==> config.mk <==
export PLATFORM = sky130hd
export DESIGN_NAME = stage_monitor
export DESIGN_NICKNAME = d
export VERILOG_FILES = /design/src/rtl/stage_monitor.sv
export SDC_FILE = /design/constraint.sdc
export NUM_CORES = 1
export LEC_CHECK = 0
export ABC_AREA = 1
export BUFFER_PORTS_ARGS = -buffer_cell sky130_fd_sc_hd__buf_4
export CELL_PAD_IN_SITES_DETAIL_PLACEMENT = 0
export CELL_PAD_IN_SITES_GLOBAL_PLACEMENT = 2
export CORE_MARGIN = 1.5
export CORE_UTILIZATION = 38
export CTS_CLUSTER_SIZE = 24
export DETAILED_ROUTE_END_ITERATION = 16
export GPL_TIMING_DRIVEN = 0
export PLACE_DENSITY_LB_ADDON = 0.1
export SLEW_MARGIN = 20
export SYNTH_ARGS = -nofsm -noshare
export SYNTH_HDL_FRONTEND = slang
export SYNTH_SLANG_ARGS = --single-unit
==> constraint.sdc <==
create_clock -name clock -period 2.8 [get_ports clock]
set_clock_uncertainty 0.05 [all_clocks]
set_input_delay 0.14 -clock clock [delete_from_list [all_inputs] [get_ports clock]]
set_output_delay 0.14 -clock clock [all_outputs]
set_load 0.05 [all_outputs]
==> src/rtl/stage_monitor.sv <==
// stage_monitor: watches a stage code and error flags coming from a device
// under test and reports whether the run passes, fails or times out.
// The stage and error inputs are sampled once per SAMPLE_DIV clock cycles.
// Optional feature: define STAGE_ORDER_CHECK_EN to reject out-of-order stage
// changes (fail code 4). Without it, any stage change is accepted.
//
// state   | meaning
// ST_RUN  | monitoring; evaluates inputs on every sample strobe
// ST_PASS | PASS_CODE seen; absorbing until reset
// ST_FAIL | error, timeout or order violation; absorbing until reset
module stage_monitor #(
  parameter int STAGE_W    = 8,
  parameter int ERR_W      = 1,
  parameter int SAMPLE_DIV = 100,
  parameter int GLOBAL_TO  = 24000,
  parameter int STAGE_TO   = 0,
  parameter int PASS_CODE  = 254
) (
  input  logic               clock,
  input  logic               RSTB,
  input  logic [STAGE_W-1:0] stage,
  input  logic [ERR_W-1:0]   err,
  output logic [STAGE_W-1:0] cur_stage,
  output logic               stage_evt,
  output logic               done,
  output logic               pass,
  output logic [2:0]         fail_code,
  output logic [ERR_W-1:0]   err_chan
);

  localparam int CNT_W = 32;

  typedef enum logic [1:0] {
    ST_RUN  = 2'd0,
    ST_PASS = 2'd1,
    ST_FAIL = 2'd2
  } state_t;

  state_t             r_state;
  state_t             w_state_nxt;
  logic [STAGE_W-1:0] r_stage_s1, r_stage_s2;
  logic [ERR_W-1:0]   r_err_s1, r_err_s2;
  logic [15:0]        r_pre;
  logic [CNT_W-1:0]   r_gcnt, r_scnt;
  logic [STAGE_W-1:0] r_cur_stage;
  logic               r_stage_evt, r_done, r_pass;
  logic [2:0]         r_fail_code;
  logic [ERR_W-1:0]   r_err_chan;

  logic               w_strobe, w_chg, w_pass_hit, w_gto, w_sto, w_order_bad;
  logic               w_load, w_count;
  logic [2:0]         w_code_nxt;

  // Two-flop synchronisers for the asynchronous DUT pins
  always_ff @(posedge clock or negedge RSTB) begin
    if (!RSTB) begin
      r_stage_s1 <= '0;
      r_stage_s2 <= '0;
      r_err_s1   <= '0;
      r_err_s2   <= '0;
    end else begin
      r_stage_s1 <= stage;
      r_stage_s2 <= r_stage_s1;
      r_err_s1   <= err;
      r_err_s2   <= r_err_s1;
    end
  end

  // Sample prescaler: strobe on terminal count, then wrap
  assign w_strobe = (r_pre == 16'(SAMPLE_DIV - 1));

  always_ff @(posedge clock or negedge RSTB) begin
    if (!RSTB)         r_pre <= '0;
    else if (w_strobe) r_pre <= '0;
    else               r_pre <= r_pre + 16'd1;
  end

  assign w_chg      = (r_stage_s2 != r_cur_stage);
  assign w_pass_hit = (r_stage_s2 == STAGE_W'(PASS_CODE));
  assign w_gto      = (r_gcnt == CNT_W'(GLOBAL_TO - 1));
  // A stage change on the same strobe wins over the stage timeout
  assign w_sto      = (STAGE_TO != 0) && (r_scnt == CNT_W'(STAGE_TO - 1)) && !w_chg;

`ifdef STAGE_ORDER_CHECK_EN
  logic [STAGE_W-1:0] w_cur_inc;
  assign w_cur_inc   = r_cur_stage + STAGE_W'(1);
  assign w_order_bad = w_chg && (r_stage_s2 != w_cur_inc) && !w_pass_hit &&
                       (r_stage_s2 != {STAGE_W{1'b1}});
`else
  assign w_order_bad = 1'b0;
`endif

  // Next-state decision in priority order on each strobe while running
  always_comb begin
    w_state_nxt = r_state;
    w_code_nxt  = 3'd0;
    w_load      = 1'b0;
    w_count     = 1'b0;
    if (r_state == ST_RUN && w_strobe) begin
      if (|r_err_s2) begin
        w_state_nxt = ST_FAIL;
        w_code_nxt  = 3'd1;
      end else if (w_order_bad) begin
        w_state_nxt = ST_FAIL;
        w_code_nxt  = 3'd4;
      end else if (w_pass_hit) begin
        w_state_nxt = ST_PASS;
        w_load      = w_chg;
      end else if (w_gto) begin
        w_state_nxt = ST_FAIL;
        w_code_nxt  = 3'd2;
      end else if (w_sto) begin
        w_state_nxt = ST_FAIL;
        w_code_nxt  = 3'd3;
      end else begin
        w_load  = w_chg;
        w_count = 1'b1;
      end
    end
  end

  // State register and sticky result flags
  always_ff @(posedge clock or negedge RSTB) begin
    if (!RSTB) begin
      r_state     <= ST_RUN;
      r_done      <= 1'b0;
      r_pass      <= 1'b0;
      r_fail_code <= 3'd0;
      r_err_chan  <= '0;
    end else begin
      r_state <= w_state_nxt;
      if (r_state == ST_RUN && w_state_nxt == ST_PASS) begin
        r_done <= 1'b1;
        r_pass <= 1'b1;
      end
      if (r_state == ST_RUN && w_state_nxt == ST_FAIL) begin
        r_done      <= 1'b1;
        r_fail_code <= w_code_nxt;
        r_err_chan  <= r_err_s2;
      end
    end
  end

  // Accepted stage code and its one-cycle event pulse
  always_ff @(posedge clock or negedge RSTB) begin
    if (!RSTB) begin
      r_cur_stage <= '0;
      r_stage_evt <= 1'b0;
    end else begin
      r_stage_evt <= w_load;
      if (w_load) r_cur_stage <= r_stage_s2;
    end
  end

  // Saturating global and per-stage sample counters
  always_ff @(posedge clock or negedge RSTB) begin
    if (!RSTB) begin
      r_gcnt <= '0;
      r_scnt <= '0;
    end else begin
      if (w_count && r_gcnt != {CNT_W{1'b1}}) r_gcnt <= r_gcnt + CNT_W'(1);
      if (w_load)                                      r_scnt <= '0;
      else if (w_count && r_scnt != {CNT_W{1'b1}})     r_scnt <= r_scnt + CNT_W'(1);
    end
  end

  assign cur_stage = r_cur_stage;
  assign stage_evt = r_stage_evt;
  assign done      = r_done;
  assign pass      = r_pass;
  assign fail_code = r_fail_code;
  assign err_chan  = r_err_chan;

endmodule

==> flow_summary.json, run 1 <==
{
  "status": "finished, final reports clean",
  "cts_tree": "built",
  "layout-drive-gt1-share_pct": 10.5,
  "setup_violations": 0,
  "grt_pass1_wl_mm": 18.5,
  "fmax_mhz": 480,
  "cts_root_buf": "clkbuf_16",
  "grt_overflow_total": 0,
  "synth_compound_area_share_pct": 1.29,
  "drv_cap": 0,
  "worstSetupPathType": "flop to flop",
  "period_share_pct": 74.4,
  "clk_latency_ns": 0.35,
  "wl_mm": 10.8,
  "slowest_stage": "dfrtp_1",
  "p_sw_mw": 0.560,
  "port_buffers": 24,
  "synth_top_family_by_area": "simple AND/OR/NAND/NOR gates",
  "cp_data_required_time_ns": 3.03,
  "hold_class": "flop to flop",
  "p_leak_nw": 2.59,
  "fin_ws_ns": 0.716,
  "h-tree-depth": 3,
  "synth-warning-count": 0,
  "final_antenna_net_count": 0,
  "clkPwrFrac_pct": 47.2,
  "syn-num-nets": 613,
  "swShare_pct": 23.4,
  "die_y_um": 111,
  "synth.most_common_cell": "nand2_1",
  "synth_top_flop_cell": "dfrtp_1",
  "synthSimpleGateAreaFrac_pct": 36.7,
  "rsz0062_at_grt": "false",
  "die_x_um": 111,
  "hold_violations": 0,
  "vias_per_cell": 4.69,
  "cts_buffers": 9,
  "area_growth_pct": 16.6,
  "io_pins": 26,
  "crit_chain": "ha_1, inv_1, nor2_4, nand2_2, nor2_4, nand2_2, nand4_4, buf_6, nand2_1, nand2_1",
  "synthXorXnorAreaFrac_pct": 8.07,
  "dieArea_um2": 12400,
  "start_util_pct": 39.0,
  "grt_pass1_vias": 3689,
  "netlist_area_um2": 4450,
  "fin_tns_setup_ns": 0,
  "wl_per_cell_um": 13.6,
  "slew_headroom_pct": 50.3,
  "multi_input_area_um2": 2080,
  "hold-worst-slack_ns": 0.299,
  "ys_seq_area_share_pct": 46.1,
  "core_area_um2": 11400,
  "reg2reg_slack_ns": 0.72,
  "synth_edf_count": 0,
  "combPwrFrac_pct": 2.4,
  "synth_top_area_share_pct": 46.1,
  "clkSinkCount": 82,
  "maxSlewViolCount": 0,
  "avgSynthCellArea_um2": 7.42,
  "max_slew.worst_pin.slew_ns": 0.746,
  "syn_inst": 600,
  "startpoint_type": "flop",
  "vias": 3721,
  "yosys.area.top_type": "dfrtp_1",
  "cp_slowest_stage_delay_ns": 0.47,
  "clk_path_buf_depth": 2,
  "grt_max_degree": 83,
  "internal_power_mw": 1.83,
  "diodes": 0,
  "grt.total_usage_pct": 19.2,
  "antenna_found_initial": 0,
  "first_pass_iters": 4,
  "post-route-min-period_ns": 2.08,
  "rows": 39,
  "ys_ff_latch": 82,
  "endpoint_kind": "flop",
  "dp_slack_ns": 0.725,
  "powerDensity_nw_per_um2": 461,
  "clkTransAtPathRegs_ns": 0.07,
  "drc_errors": 0,
  "path_max_fanout": 10,
  "place_congestion": 0.832,
  "synthTopCellsByCount": "nand2_1 (203), nor2_1 (98), dfrtp_1 (82)",
  "muxShareOfSynthArea_pct": 0,
  "dpl.hpwl_mm": 7.99,
  "ys_types": 27,
  "drt_iter0_markers": 195,
  "synth_fa_ha_area_share_pct": 0.562,
  "async_reset_ff_share_pct": 100,
  "cp.arrival_ns": 2.32,
  "seq_area_um2": 2050,
  "ys_top_cells_by_area": "dfrtp_1 (46%), nand2_1 (17%), nor2_1 (8.3%)",
  "power.share.sequential_pct": 50.4,
  "ir_worst_vdd_uv": 308,
  "nNetsFinal": 658,
  "fillers": 1188,
  "ctsResizeCount": 0
}
-- layout by cell type, fill, tap and decap left out, drive strengths merged, types with 2 or more instances in the layout --
master         n
xnor2          5
dfrtp         82
xor2          36
buf           35
nor3           6
nor2         106
a21oi          4
o21ai          6
nand3b         2
inv           66
dlygate4sd3   10
or2            2
clkbuf        10
ha             2
clkinv         3
nand4          9
nand3         57
nand2        206
-- layout make-up --
class	instances	area share [%]
plain buffers	11	1.52
clock buffers	10	4.41
multi-input cells	443	40.1
repair buffers	34	5.47
clock inverters	6	0.916
inverters	64	4.63
flip-flops and latches	82	39.5
well taps	143	3.45
-- routing by layer --
layer  global-route usage, %  share of wire [%]  wire, µm  vias up
li1                        -                  -         -     1935
met1                    24.6                 47      5050     1736
met2                    31.5                 48      5220       37
met3                    4.21                2.9       317       13
met4                    7.68                1.7       178        0
met5                       0                  0         0        -
-- sequential cells by signal, indices dropped and copies added (netlist names), 2 cells and up --
signal,count
r_stage_s2,8
cur_stage,8
r_gcnt,32
fail_code,2
r_stage_s1,8
r_state,2
r_pre,16
-- metrics by stage --
stage / power [mW] / std cells / instance area (µm²) / utilization [%]
6_report: 2.39 / 793 / 5190 / 45.5
4_1_cts: 2.43 / 793 / 5190 / 45.4
3_3_place_gp: 1.28 / 767 / 4810 / 42.1
2_1_floorplan: 1.24 / 600 / 4450 / -
5_1_grt: 2.49 / 793 / 5190 / 45.5
3_5_place_dp: 1.28 / 767 / 4810 / 42.1
-- power by group through the flow --
stage	sequential, mW	clock [mW]	combinational, mW
6_report	1.21	1.13	0.0581
5_1_grt	1.21	1.22	0.0667
4_1_cts	1.21	1.17	0.0608
3_5_place_dp	1.23	0	0.0490
3_3_place_gp	1.23	0	0.0482
2_1_floorplan	1.23	0	0.0123
-- final timing paths --
check | cells past startpoint | start | endpoint
setup / recovery | 10 | r_gcnt[0] | r_gcnt[24]
hold / removal | 0 | r_stage_s1[5] | r_stage_s2[5]
setup reg to reg | 10 | r_gcnt[0] | r_gcnt[24]
hold reg to reg | 0 | r_stage_s1[5] | r_stage_s2[5]
max in group asynchronous | 2 | RSTB | r_gcnt[10]
min in group asynchronous | 2 | RSTB | r_pre[8]
-- cells by family (layout without fill, tap and decap cells) --
group,count (synthesis),in the layout
fa+ha+maj,2,2
flops,82,82
compound gates,11,11
buf+inv,75,125
xor+xnor,41,41
other cells,1,1
simple gates,388,388
-- critical path: cells and delay by family, from the launching register on --
family                     cells  cell delay (ns)
and+or+nand+nor                7             0.92
DFF                            1             0.47
adders and majority gates      1             0.29
buffers and inverters          2             0.27
-- what timing repair did --
action	4_1_cts	5_1_grt
hold buffers	10	0
endpoints found under the hold margin	91	0
setup buffers	0	0
Note: power is estimated with default switching activity, not from simulation.
==> run 2, diff against run 1 <==
--- a/config.mk
+++ b/config.mk
@@ -10,7 +10,7 @@
 export CELL_PAD_IN_SITES_DETAIL_PLACEMENT = 0
 export CELL_PAD_IN_SITES_GLOBAL_PLACEMENT = 2
 export CORE_MARGIN = 1.5
-export CORE_UTILIZATION = 38
+export CORE_UTILIZATION = 36
 export CTS_CLUSTER_SIZE = 24
 export DETAILED_ROUTE_END_ITERATION = 16
 export GPL_TIMING_DRIVEN = 0
==> constraint.sdc (replaced) <==
create_clock -name clock -period 2.12 [get_ports clock]
set_clock_uncertainty 0.05 [all_clocks]
set_input_delay 0.106 -clock clock [delete_from_list [all_inputs] [get_ports clock]]
set_output_delay 0.106 -clock clock [all_outputs]
set_load 0.05 [all_outputs]
==> flow_summary.json, run 2 (synthesized netlist as in run 1, its figures left out) <==
{
  "status": "finished, final reports clean",
  "setup_violations": 0,
  "clk_latency_ns": 0.34,
  "combPwrFrac_pct": 2.5,
  "cp.arrival_ns": 2.17,
  "cts_root_buf": "clkbuf_16",
  "hold-worst-slack_ns": 0.295,
  "hold_violations": 0,
  "drv_cap": 0,
  "die_x_um": 114,
  "endpoint": "r_gcnt[20]",
  "final_antenna_net_count": 0,
  "maxSlewViolCount": 0,
  "grt_pass1_wl_mm": 18.2,
  "startpoint_type": "flop",
  "dpl.hpwl_mm": 8.07,
  "grt_max_degree": 83,
  "drc_errors": 0,
  "mostFrequentLayoutCells": "nand2_1 (203), nor2_1 (98), dfrtp_1 (81), inv_1 (60), nand3_1 (57)",
  "max_slew.worst_pin.slew_ns": 0.747,
  "clkTransAtPathRegs_ns": 0.06,
  "powerDensity_nw_per_um2": 594,
  "core_area_um2": 12100,
  "grt_pass1_vias": 3523,
  "reg2reg_to": "r_gcnt[20]",
  "reg2reg_slack_ns": 0.18,
  "rows": 40,
  "regMostFlops": "r_gcnt",
  "hold_class": "flop to flop",
  "path_max_fanout": 10,
  "drt_iter0_markers": 261,
  "area_growth_pct": 17.5,
  "nNetsFinal": 658,
  "swShare_pct": 21.9,
  "antenna_found_initial": 0,
  "fmax_mhz": 515,
  "final_common_cell": "nand2_1",
  "wl_mm": 10.8,
  "diodes": 0,
  "p_sw_mw": 0.679,
  "crit_start": "r_gcnt[0]",
  "endpoint_kind": "flop",
  "vias_per_cell": 4.52,
  "first_pass_iters": 4,
  "timing.rr.start": "r_gcnt[0]",
  "place_congestion": 0.854,
  "io_pins": 26,
  "reg.largest.list": "r_gcnt: 32 flops, r_pre: 16 flops",
  "hold_depth": 0,
  "cp_data_required_time_ns": 2.34,
  "p_leak_nw": 2.58,
  "internal_power_mw": 2.43,
  "clk_path_buf_depth": 2,
  "rr_worst_depth": 10,
  "h-tree-depth": 3,
  "power.share.sequential_pct": 51.3,
  "clkPwrFrac_pct": 46.2,
  "post-route-min-period_ns": 1.94,
  "port_buffers": 24,
  "cts_tree": "built",
  "clkSinkCount": 82,
  "worstSetupPathType": "flop to flop",
  "start_util_pct": 36.9,
  "layout-drive-gt1-share_pct": 10.6,
  "grt.total_usage_pct": 18.2,
  "grt_overflow_total": 0,
  "vias": 3685,
  "die_y_um": 114,
  "largest_reg_flops": 32,
  "cts_buffers": 9,
  "slew_headroom_pct": 50.2,
  "fin_tns_setup_ns": 0,
  "dieArea_um2": 13000,
  "period_share_pct": 91.7,
  "ir_worst_vdd_uv": 314,
  "wl_per_cell_um": 13.3
}
[run 2: worst min-delay path by stage]
stage	start	endpoint	slack, ns
floorplan	RSTB	cur_stage[0]	-0.24
global placement	stage[1]	r_stage_s1[1]	0.17
detailed placement	stage[6]	r_stage_s1[6]	0.17
CTS	r_stage_s1[2]	r_stage_s2[2]	0.30
global route	r_stage_s1[2]	r_stage_s2[2]	0.30
finish	r_stage_s1[2]	r_stage_s2[2]	0.30
[run 2: layer usage]
layer	track usage, %	up-vias	routed length, µm
met5	0	-	0
met3	5.08	6	352
met1	23.9	1697	5130
met4	4.25	0	107
li1	-	1935	-
met2	30.0	47	5250
[run 2: what timing repair did]
action	4_1_cts	5_1_grt
setup endpoints to repair	0	40
hold buffers	10	0
hold endpoints to repair	91	0
resized for setup	0	5
buffers inserted	0	0
[run 2: critical path: stages, from the launching register on]
cell and delay, ns:
dfrtp_2 0.42, ha_2 0.24, inv_1 0.09, nor2_4 0.17, nand2_2 0.14, nor2_4 0.17, nand2_2 0.14, nand4_4 0.18
buf_6 0.16, nand2_1 0.05, nand2_1 0.06
[run 2: power by group through the flow]
stage | sequential (mW) | clock (mW) | combinational (mW)
after floorplan | 1.62 | 0 | 0.0162
after global placement | 1.62 | 0 | 0.0640
after detailed placement | 1.62 | 0 | 0.0652
after CTS | 1.59 | 1.50 | 0.0799
after global routing | 1.59 | 1.56 | 0.0880
final | 1.59 | 1.44 | 0.0767
[run 2: layout make-up]
type                    count  area (µm²)
plain buffers              11        81.3
well taps                 168         210
clock inverters             4        30.0
inverters                  64         240
multi-input cells         443        2090
fillers                  1226        6830
flip-flops and latches     82        2050
repair buffers             34         284
clock buffers              10         239
[run 2: stage by stage]
stage | setup slack [ns] | total power [mW] | instance area, µm² | utilization, % | instances
5_1_grt | -0.00316 | 3.24 | 5230 | 43.4 | 816
6_report | 0.177 | 3.11 | 5230 | 43.4 | 816
3_5_place_dp | 0.0452 | 1.69 | 4840 | 40.1 | 792
4_1_cts | 0.0199 | 3.17 | 5210 | 43.2 | 816
2_1_floorplan | 0.470 | 1.64 | 4450 | - | 600
3_3_place_gp | 0.0424 | 1.69 | 4840 | 40.1 | 792
==> run 3, diff against run 2 <==
--- a/config.mk
+++ b/config.mk
@@ -9,6 +9,7 @@
 export BUFFER_PORTS_ARGS = -buffer_cell sky130_fd_sc_hd__buf_4
 export CELL_PAD_IN_SITES_DETAIL_PLACEMENT = 0
 export CELL_PAD_IN_SITES_GLOBAL_PLACEMENT = 2
+export CORE_ASPECT_RATIO = 1.5
 export CORE_MARGIN = 1.5
 export CORE_UTILIZATION = 36
 export CTS_CLUSTER_SIZE = 24
==> flow_summary.json, run 3 (synthesized netlist as in run 1, its figures left out) <==
{
  "post_cts_buffers": 0,
  "status": "finished, final reports clean",
  "rsz0062_at_grt": "false",
  "endpoint_kind": "flop",
  "timing.rr.start": "r_gcnt[0]",
  "path_depth": 10,
  "die_y_um": 139,
  "reg.largest.list": "r_gcnt: 32 flops, r_pre: 16 flops",
  "final_common_cell": "nand2_1",
  "reg2reg_slack_ns": 0.18,
  "grt_pass1_wl_mm": 18.7,
  "clkTransAtPathRegs_ns": 0.07,
  "fmax_mhz": 516,
  "multi_input_area_um2": 2090,
  "antenna_found_initial": 0,
  "grt_max_degree": 83,
  "grt_pass1_vias": 3711,
  "clk_path_buf_depth": 2,
  "core_area_um2": 12000,
  "p_total_mw": 3.43,
  "maxSlewViolCount": 0,
  "final_antenna_net_count": 0,
  "slowest_stage": "dfrtp_2",
  "critPathBufInv": 1,
  "cts_tree": "built",
  "ir_worst_vdd_uv": 602,
  "endpoint": "cur_stage[1]",
  "place_inst": 777,
  "hold_violations": 0,
  "grt_overflow_total": 0,
  "layout-drive-gt1-share_pct": 10.9,
  "seq_area_um2": 2050,
  "rr_worst_depth": 10,
  "slew_headroom_pct": 49.4,
  "mostFrequentLayoutCells": "nand2_1 (203), nor2_1 (98), dfrtp_1 (81), inv_1 (60), nand3_1 (57)",
  "hold_class": "flop to flop",
  "worstSetupPathType": "flop to flop",
  "io_pins": 26,
  "post-route-min-period_ns": 1.94,
  "dieArea_um2": 13100,
  "rows": 49,
  "fin_tns_setup_ns": 0,
  "regMostFlops": "r_gcnt",
  "final_core_util_pct": 43.9,
  "hold-worst-slack_ns": 0.296,
  "vias_per_cell": 4.68,
  "path_max_fanout": 10,
  "grt.total_usage_pct": 18.8,
  "dpl.hpwl_mm": 8.58,
  "vias": 3756,
  "max_slew.worst_pin.slew_ns": 0.759,
  "crit_chain": "ha_2, nand3_1, nor2_1, nand2_1, nor2_2, nand2_1, buf_4, nand3b_4, nand2_1, nand2_1",
  "clkSinkCount": 82,
  "drc_errors": 0,
  "die_x_um": 93.8,
  "powerDensity_nw_per_um2": 650,
  "largest_reg_flops": 32,
  "crit_top_cell": "nand2_1",
  "drt_iter0_markers": 131,
  "diodes": 0,
  "stdcell_count": 803,
  "period_share_pct": 91.4,
  "port_buffers": 24,
  "setup_violations": 0,
  "drv_cap": 0,
  "cp.arrival_ns": 2.17,
  "crit_start": "r_gcnt[0]",
  "first_pass_iters": 4,
  "cts_root_buf": "clkbuf_16",
  "p_leak_nw": 2.63,
  "h-tree-depth": 3,
  "startpoint_type": "flop",
  "fillers": 1301,
  "wl_per_cell_um": 14.1,
  "reg2reg_to": "cur_stage[1]",
  "cp_slowest_stage_delay_ns": 0.42,
  "worstHoldStart": "r_stage_s1[0]",
  "start_util_pct": 37.0,
  "nNetsFinal": 658,
  "clk_latency_ns": 0.34,
  "cp_data_required_time_ns": 2.35,
  "wl_mm": 11.3,
  "place_congestion": 0.825,
  "cts_buffers": 9,
  "critPathTopFamily": "simple AND/OR/NAND/NOR gates",
  "area_growth_pct": 18.4
}
==> run 3: how the worst min path moves through the flow <==
| stage | to | slack [ns] | cells past startpoint |
|---|---|---|---|
| 3_5_place_dp | r_stage_s1[1] | 0.17 | 1 |
| 6_report | r_stage_s2[0] | 0.30 | 0 |
| 3_3_place_gp | r_stage_s1[6] | 0.17 | 1 |
| 4_1_cts | r_stage_s2[6] | 0.30 | 0 |
| 2_1_floorplan | cur_stage[0] | -0.24 | 0 |
| 5_1_grt | r_stage_s2[0] | 0.30 | 0 |
==> run 3: power by group <==
part           internal, mW  switching (mW)  total, mW
Combinational        0.0309          0.0463     0.0772
Sequential             1.58          0.0106       1.59
Clock                  1.05           0.703       1.76
==> run 3: layout make-up <==
class | instances | share of cell area (%)
sequential | 82 | 39.0
clock buffer | 9 | 4.27
tap | 153 | 3.63
timing repair buffer | 34 | 5.39
clock inverter | 7 | 1.99
inverter | 64 | 4.56
buffer | 11 | 1.50
multi-input combinational | 443 | 39.7
==> run 3: metrics by stage <==
step           setup WS, ns  cell area [µm²]
2_1_floorplan         0.470             4450
3_3_place_gp         0.0413             4820
3_5_place_dp         0.0406             4820
4_1_cts              0.0225             5250
5_1_grt            0.000171             5270
6_report              0.182             5270
==> run 3: timing repair <==
action	CTS	global route
endpoints found under the setup margin	0	44
resized for setup	0	4
hold endpoints to repair	91	0
hold buffers	10	0
==> run 3: metal layers <==
layer / up-vias / track usage, % / wire (µm)
li1: 1942 / - / -
met1: 1742 / 20.4 / 4470
met2: 52 / 35.4 / 6260
met3: 20 / 3.18 / 310
met4: 0 / 7.23 / 308
met5: - / 0 / 0
